<file path="src/rtl/riscv_pkg.sv">
// Shared types for the pipeline sequencing unit.
//   ctrl_state_e : debug FSM states (run, halted, single-step)
//   sb_entry_t   : one scoreboard slot {valid, destination register, writes-rd}
//   sb_hit       : true when an entry will write a given non-zero source register
package riscv_pkg;

  localparam int unsigned REG_ADDR_W = 5;

  typedef enum logic [1:0] {
    StRun,
    StHalted,
    StStep
  } ctrl_state_e;

  typedef struct packed {
    logic                  v;
    logic [REG_ADDR_W-1:0] rd;
    logic                  wr;
  } sb_entry_t;

  // rd != 0 also guarantees rs != 0 on a match, so x0 never hazards.
  function automatic logic sb_hit(input sb_entry_t e, input logic [REG_ADDR_W-1:0] rs);
    return e.v && e.wr && (e.rd != '0) && (e.rd == rs);
  endfunction

endpackage

</file>
<file path="src/rtl/hazard_scoreboard.sv">
// Register-write scoreboard tracking the destinations of the instructions in EX, MEM and WB.
// Ports:
//   clk, rst          : clock, synchronous active-high reset
//   i_advance         : pipeline moves this cycle (shift the scoreboard)
//   i_kill            : slot entering EX is a bubble or flush (insert an invalid entry)
//   i_id_v            : ID holds a real instruction
//   i_id_rd/_rd_wr    : destination of the ID instruction and whether it writes it
//   i_rs1/_rs2(_used) : source registers of the ID instruction and whether they are read
//   o_haz             : read-after-write hazard on the ID instruction
module hazard_scoreboard
  import riscv_pkg::*;
#(
  parameter bit REG_BYPASS = 1'b0
) (
  input  logic                  clk,
  input  logic                  rst,
  input  logic                  i_advance,
  input  logic                  i_kill,
  input  logic                  i_id_v,
  input  logic [REG_ADDR_W-1:0] i_id_rd,
  input  logic                  i_id_rd_wr,
  input  logic [REG_ADDR_W-1:0] i_rs1,
  input  logic                  i_rs1_used,
  input  logic [REG_ADDR_W-1:0] i_rs2,
  input  logic                  i_rs2_used,
  output logic                  o_haz
);

  sb_entry_t r_sb_ex, r_sb_mem, r_sb_wb;
  logic      w_hit1, w_hit2;

  always_ff @(posedge clk) begin
    if (rst) begin
      r_sb_ex  <= '0;
      r_sb_mem <= '0;
      r_sb_wb  <= '0;
    end else if (i_advance) begin
      r_sb_wb  <= r_sb_mem;
      r_sb_mem <= r_sb_ex;
      if (i_kill) begin
        r_sb_ex <= '0;
      end else begin
        r_sb_ex <= '{v: i_id_v, rd: i_id_rd, wr: i_id_rd_wr};
      end
    end
  end

  // With a write-through register file the WB producer is already visible to ID.
  always_comb begin
    w_hit1 = i_rs1_used && (sb_hit(r_sb_ex, i_rs1) || sb_hit(r_sb_mem, i_rs1) ||
                            (!REG_BYPASS && sb_hit(r_sb_wb, i_rs1)));
    w_hit2 = i_rs2_used && (sb_hit(r_sb_ex, i_rs2) || sb_hit(r_sb_mem, i_rs2) ||
                            (!REG_BYPASS && sb_hit(r_sb_wb, i_rs2)));
    o_haz  = i_id_v && (w_hit1 || w_hit2);
  end

endmodule

</file>
<file path="src/rtl/pipeline_ctrl.sv">
// Central sequencing unit of the 5-stage pipeline: per-stage enables, bubble/flush control,
// RAW hazard stalls, taken-branch squash, debug halt/step/resume FSM and perf counters.
// Ports:
//   clk, rst                       : clock, synchronous active-high reset
//   halt_req, step_req, resume_req : debug controls (step/resume honoured only when halted)
//   id_rs1/2, id_rs1/2_used        : ID source registers and read flags
//   id_rd, id_rd_wr                : ID destination register and write flag
//   ex_branch_taken                : branch in EX resolved taken
//   pc_inc_en, if_id_en, if_id_flush, id_ex_en, id_ex_bubble, ex_mem_en, mem_wb_en : controls
//   halted                         : FSM is halted
//   stall_cnt, flush_cnt           : hazard-stall cycles and branch-flush events (wrapping)
module pipeline_ctrl
  import riscv_pkg::*;
#(
  parameter bit          REG_BYPASS   = 1'b0,
  parameter bit          START_HALTED = 1'b0,
  parameter int unsigned CNT_W        = 32
) (
  input  logic                  clk,
  input  logic                  rst,
  input  logic                  halt_req,
  input  logic                  step_req,
  input  logic                  resume_req,
  input  logic [REG_ADDR_W-1:0] id_rs1,
  input  logic [REG_ADDR_W-1:0] id_rs2,
  input  logic                  id_rs1_used,
  input  logic                  id_rs2_used,
  input  logic [REG_ADDR_W-1:0] id_rd,
  input  logic                  id_rd_wr,
  input  logic                  ex_branch_taken,
  output logic                  pc_inc_en,
  output logic                  if_id_en,
  output logic                  if_id_flush,
  output logic                  id_ex_en,
  output logic                  id_ex_bubble,
  output logic                  ex_mem_en,
  output logic                  mem_wb_en,
  output logic                  halted,
  output logic [CNT_W-1:0]      stall_cnt,
  output logic [CNT_W-1:0]      flush_cnt
);

  localparam ctrl_state_e ResetState = START_HALTED ? StHalted : StRun;

  ctrl_state_e      r_state, w_state_next;
  logic             r_id_v, w_id_v_next;
  logic [CNT_W-1:0] r_stall_cnt, r_flush_cnt;
  logic             w_advance, w_haz, w_stall_inc, w_flush_inc;

  assign w_advance = (r_state == StRun) || (r_state == StStep);

  hazard_scoreboard #(
    .REG_BYPASS (REG_BYPASS)
  ) u_scoreboard (
    .clk        (clk),
    .rst        (rst),
    .i_advance  (w_advance),
    .i_kill     (id_ex_bubble),
    .i_id_v     (r_id_v),
    .i_id_rd    (id_rd),
    .i_id_rd_wr (id_rd_wr),
    .i_rs1      (id_rs1),
    .i_rs1_used (id_rs1_used),
    .i_rs2      (id_rs2),
    .i_rs2_used (id_rs2_used),
    .o_haz      (w_haz)
  );

  always_comb begin
    pc_inc_en    = 1'b0;
    if_id_en     = 1'b0;
    if_id_flush  = 1'b0;
    id_ex_en     = 1'b0;
    id_ex_bubble = 1'b0;
    ex_mem_en    = 1'b0;
    mem_wb_en    = 1'b0;
    halted       = (r_state == StHalted);
    w_id_v_next  = r_id_v;
    w_stall_inc  = 1'b0;
    w_flush_inc  = 1'b0;

    if (w_advance) begin
      ex_mem_en = 1'b1;
      mem_wb_en = 1'b1;
      id_ex_en  = 1'b1;
      if (ex_branch_taken) begin
        // ID is wrong-path: squash it even if it also hazards, and do not count a stall.
        pc_inc_en    = 1'b1;
        if_id_en     = 1'b1;
        if_id_flush  = 1'b1;
        id_ex_bubble = 1'b1;
        w_id_v_next  = 1'b0;
        w_flush_inc  = 1'b1;
      end else if (w_haz) begin
        // Hold IF and ID, push a bubble into EX so older instructions drain.
        id_ex_bubble = 1'b1;
        w_stall_inc  = 1'b1;
      end else begin
        pc_inc_en   = 1'b1;
        if_id_en    = 1'b1;
        w_id_v_next = 1'b1;
      end
    end
  end

  always_comb begin
    w_state_next = r_state;
    unique case (r_state)
      StRun:    if (halt_req) w_state_next = StHalted;
      StHalted: begin
        if (resume_req) begin
          w_state_next = StRun;
        end else if (step_req) begin
          w_state_next = StStep;
        end
      end
      StStep:   w_state_next = StHalted;
      default:  w_state_next = StRun;
    endcase
  end

  always_ff @(posedge clk) begin
    if (rst) begin
      r_state     <= ResetState;
      r_id_v      <= 1'b0;
      r_stall_cnt <= '0;
      r_flush_cnt <= '0;
    end else begin
      r_state <= w_state_next;
      r_id_v  <= w_id_v_next;
      if (w_stall_inc) r_stall_cnt <= r_stall_cnt + CNT_W'(1);
      if (w_flush_inc) r_flush_cnt <= r_flush_cnt + CNT_W'(1);
    end
  end

  assign stall_cnt = r_stall_cnt;
  assign flush_cnt = r_flush_cnt;

endmodule
</file>
<file path="config.mk">
export PLATFORM = sky130hd
export DESIGN_NAME = pipeline_ctrl
export DESIGN_NICKNAME = d
export VERILOG_FILES = /design/src/rtl/riscv_pkg.sv /design/src/rtl/hazard_scoreboard.sv /design/src/rtl/pipeline_ctrl.sv
export SDC_FILE = /design/constraint.sdc
export NUM_CORES = 1
export LEC_CHECK = 0
export CAP_MARGIN = 20
export CORE_MARGIN = 4
export CORE_UTILIZATION = 52
export DETAILED_ROUTE_END_ITERATION = 10
export GPL_TIMING_DRIVEN = 0
export PLACE_DENSITY = 0.81
export SETUP_SLACK_MARGIN = 0.5
export SLEW_MARGIN = 20
export SYNTH_ARGS = -nofsm -noshare
export SYNTH_HDL_FRONTEND = slang
export SYNTH_SLANG_ARGS = --single-unit
</file>
<file path="constraint.sdc">
create_clock -name clk -period 3.1 [get_ports clk]
set_clock_uncertainty 0.1 [all_clocks]
set_input_delay 0.31 -clock clk [delete_from_list [all_inputs] [get_ports clk]]
set_output_delay 0.31 -clock clk [all_outputs]
set_load 0.01 [all_outputs]
</file>
==> results <==
- The flow ran to the end, and the final reports show no timing, DRC or antenna violations.
- The first routing iteration left 177 violations.
- The tool flagged a number of max-cap violations equal to 0.
- The congestion estimate from routability-driven global placement came to 0.837.
- The number of flops mapped to enable cells by yosys is 0.
- For this design, the slowest cell found on the critical path is or4_4.
- The final setup violation count is 0.
- The register-to-register path setup slack is 540 ps.
- The overall global routing resource usage is 0.229.
- After layout, the design draws a total of 0.00235 W.
- The total CTS buffers is 9.
- The critical path required time is 2690 ps.
- The area of the core region is 8850 um2.
- In the routed layout, each cell is associated on average with a via count of 5.68.
- The first detailed-routing pass took 4 iterations.
- The final layout contains 663 nets.
- The via count of the first global-routing pass was 4385.
- After detailed routing, the average wire length per cell comes to 16.5 um.
- Traced cell by cell, the critical path runs through or4_4 > nor2_4 > nor4_2 > o31a_2 > o21ai_4 > buf_4 > a21oi_2 > buf_2.
- The synthesized area per cell is 9.19 um2.
- The total overflow left after global routing is 0.
- Clock-pin slew was measured on the worst setup and hold paths at 90 ps.
- In the layout the commonest cells are nor2_1 (90), clkdlybuf4s50_1 (90), dfxtp_1 (82), xor2_1 (35).
- The layout-stage area growth over the synthesis result is 31.9%.
- The total number of clock tree sinks is 88.
- Counting flops and latches in the post-synthesis netlist gives 88.
- The count of cell types in the netlist is 46.
- The vertical die dimension is 104 um.
- The critical path arrival is 2420 ps.
- Entering global routing, the biggest net connects 17 pins.
- The logic depth of the worst register-to-register path is 7.
- The count of pins on the block boundary is 96.
- The global-route wire length before repair is 20.9 mm.
- The clock latency on the worst-skew pair is 360 ps.
- Of the cells placed in the final design, the portion with a size suffix greater than 1 is 0.193.
- The sequential-to-total area share from yosys stat is 0.368.
- The worst register-to-register path ends at stall_cnt[31].
- Setup repair after global routing could not meet its margin everywhere.
- The cell type with the largest total area after synthesis is dfxtp_1.
- The highest cell delay on the worst timing path is 560 ps.
- The category of the worst setup path launch point is a flop.
- The antenna diode count is 0.
- The number of endpoints with negative hold slack in the final report is 0.
- The number of antenna violations at the first check in global routing is 0.
- The post-detailed-route DRC marker count is 0.
- Among all flip-flop cells after synthesis, the most frequent one is dfxtp_1.
- The reg-to-reg critical path startpoint is u_scoreboard.r_sb_ex[5].
- The floorplan step defined a die boundary enclosing 10800 um2.
- The number of buffers on the longest clock path is 2.
- The worst path meets setup with 266 ps of slack.
- After synthesis the cells add up to 4780 um2.
- By area the synthesized netlist is led by dfxtp_1 (37%), mux2_4 (8.5%), nor2_1 (7.1%), xor2_1 (6.4%), xnor2_1 (4.0%).
- Port buffering added 95 buffers.
- The category of the critical setup timing path is flop to primary output.
- The number of hold buffers added after CTS was 0.
- The via total after detailed routing is 4259.
- The share of synthesized area in the top cell type comes to 0.368.
- The initial utilization of the core area, before any placement, comes to 0.540.
- The maximum VDD drop is 0.000236 V.
- The clock tree root driver cell is clkbuf_8.
- Once detail routing completed, the nets flagged for antenna violations numbered 0.
- The highest attainable clock frequency is 0.353 GHz.
- The number of instances in the synthesized netlist is 520.
- The power density of the placed cells is 373 nW/um2.
- The synthesis warning total is 0.
- The origin of the worst min-delay path is u_scoreboard.r_sb_wb[0].
- In this run the worst path has a maximum fanout of 5.
- The shortest period the worst path allows is 2830 ps.
- For this block, the routed nets add up to 12.4 mm of wire.
- The actual slew at the worst max-slew pin is 715 ps.
- The number of nets in the synthesized netlist is 546.
- The number of max-slew violations in the final report came to 0.
- The leakage dissipation is 2.25 nW.
- The worst hold path terminates at u_scoreboard.r_sb_wb[0].
- Along the worst hold path, the cell count comes to 2.
- The share of the cycle needed by the critical path after routing is 0.914.
- The count of standard-cell rows is 34.
- TritonCTS built the clock tree.
- The H-tree generated during clock tree synthesis spans 3 levels.
- The half-perimeter wire length after detailed placement is 8.85 mm.
- The worst slack at placement is -363 ps.
- The critical path capture point type is a primary output.
- The relative max-transition margin is 0.523.
- After synthesis, the share of flip-flops with an asynchronous set or reset is 0.
- The die is 104 um wide.
- In this run the worst hold path is classified as flop to flop.
power by group:
group,internal [W],switching (W),total (W)
sequential,0.00114,0.0000205,0.00116
combinational,0.0000979,0.000110,0.000207
clock,0.000546,0.000435,0.000981
registers in the layout (all words and copies together), names as in the netlist:
register,count
u_scoreboard.r_sb_wb,7
flush_cnt,32
u_scoreboard.r_sb_ex,7
stall_cnt,32
r_state,2
r_id_v,1
u_scoreboard.r_sb_mem,7
through the flow:
step	util	instance area, um2	setup TNS (ps)	hold slack (ps)	instances
after floorplan	-	4780	0	356	520
after global placement	0.663	5870	-700	379	723
after detailed placement	0.663	5870	-918	390	723
after CTS	0.707	6260	0	411	748
after global routing	0.713	6310	0	441	750
final	0.713	6310	0	409	750
what timing repair did:
action / 4_1_cts / 5_1_grt
pin swaps: 11 / 7
setup endpoints to repair: 8 / 13
setup buffers: 9 / 2
gates resized for setup: 32 / 9
endpoints found under the hold margin: 0 / 0
cell families (layout without fill, tap and decap cells):
kind of cell,after synthesis,count (layout),share of synthesized area
simple gates,238,238,0.251
flops,88,88,0.368
compound gates,59,59,0.112
xor+xnor,57,57,0.104
mux,45,45,0.123
buf+inv,31,153,0.0361
fa+ha+maj,2,2,0.00523
worst max-delay path by stage:
stage                                   from           end  slack (ps)  cells after the start
CTS                  u_scoreboard.r_sb_ex[5]     pc_inc_en         250                      8
floorplan            u_scoreboard.r_sb_ex[4]     pc_inc_en         500                      7
finish              u_scoreboard.r_sb_mem[4]  id_ex_bubble         270                      8
global placement                   id_rs1[3]     pc_inc_en        -290                      9
detailed placement                 id_rs1[4]     pc_inc_en        -360                      9
global route         u_scoreboard.r_sb_ex[5]     pc_inc_en         190                      8
worst max-delay path, delay by kind of cell (launching register included):
family                 cells  cell delay [ps]
DFF                        1              370
and+or+nand+nor            3              790
AOI/OAI and AO/OA          3              590
buffers and inverters      2              300
synth_stat cells (all sizes together) (11+ instances only):
cell type	number
nor2	91
dfxtp	88
xor2	35
mux2	30
nand2	29
nor2b	29
a21oi	28
nand3	23
xnor2	22
nand4	20
clkbuf	15
mux2i	15
buf	12
and3	11
final cells by class:
cell class / count / area [um2]
Sequential cell: 88 / 1770
Clock inverter: 7 / 125
Fill cell: 656 / 2540
Buffer: 27 / 159
Multi-Input combinational cell: 401 / 2950
Timing Repair Buffer: 106 / 1030
Inverter: 4 / 15.0
Clock buffer: 9 / 124
Tap cell: 108 / 135
layer usage:
layer	global-route usage	vias to the layer above	share of wire
li1	-	2048	-
met1	0.281	2035	0.44
met2	0.392	147	0.48
met3	0.0453	29	0.055
met4	0.0931	0	0.023
met5	0	-	0
Note: power is estimated with default switching activity, not from simulation.
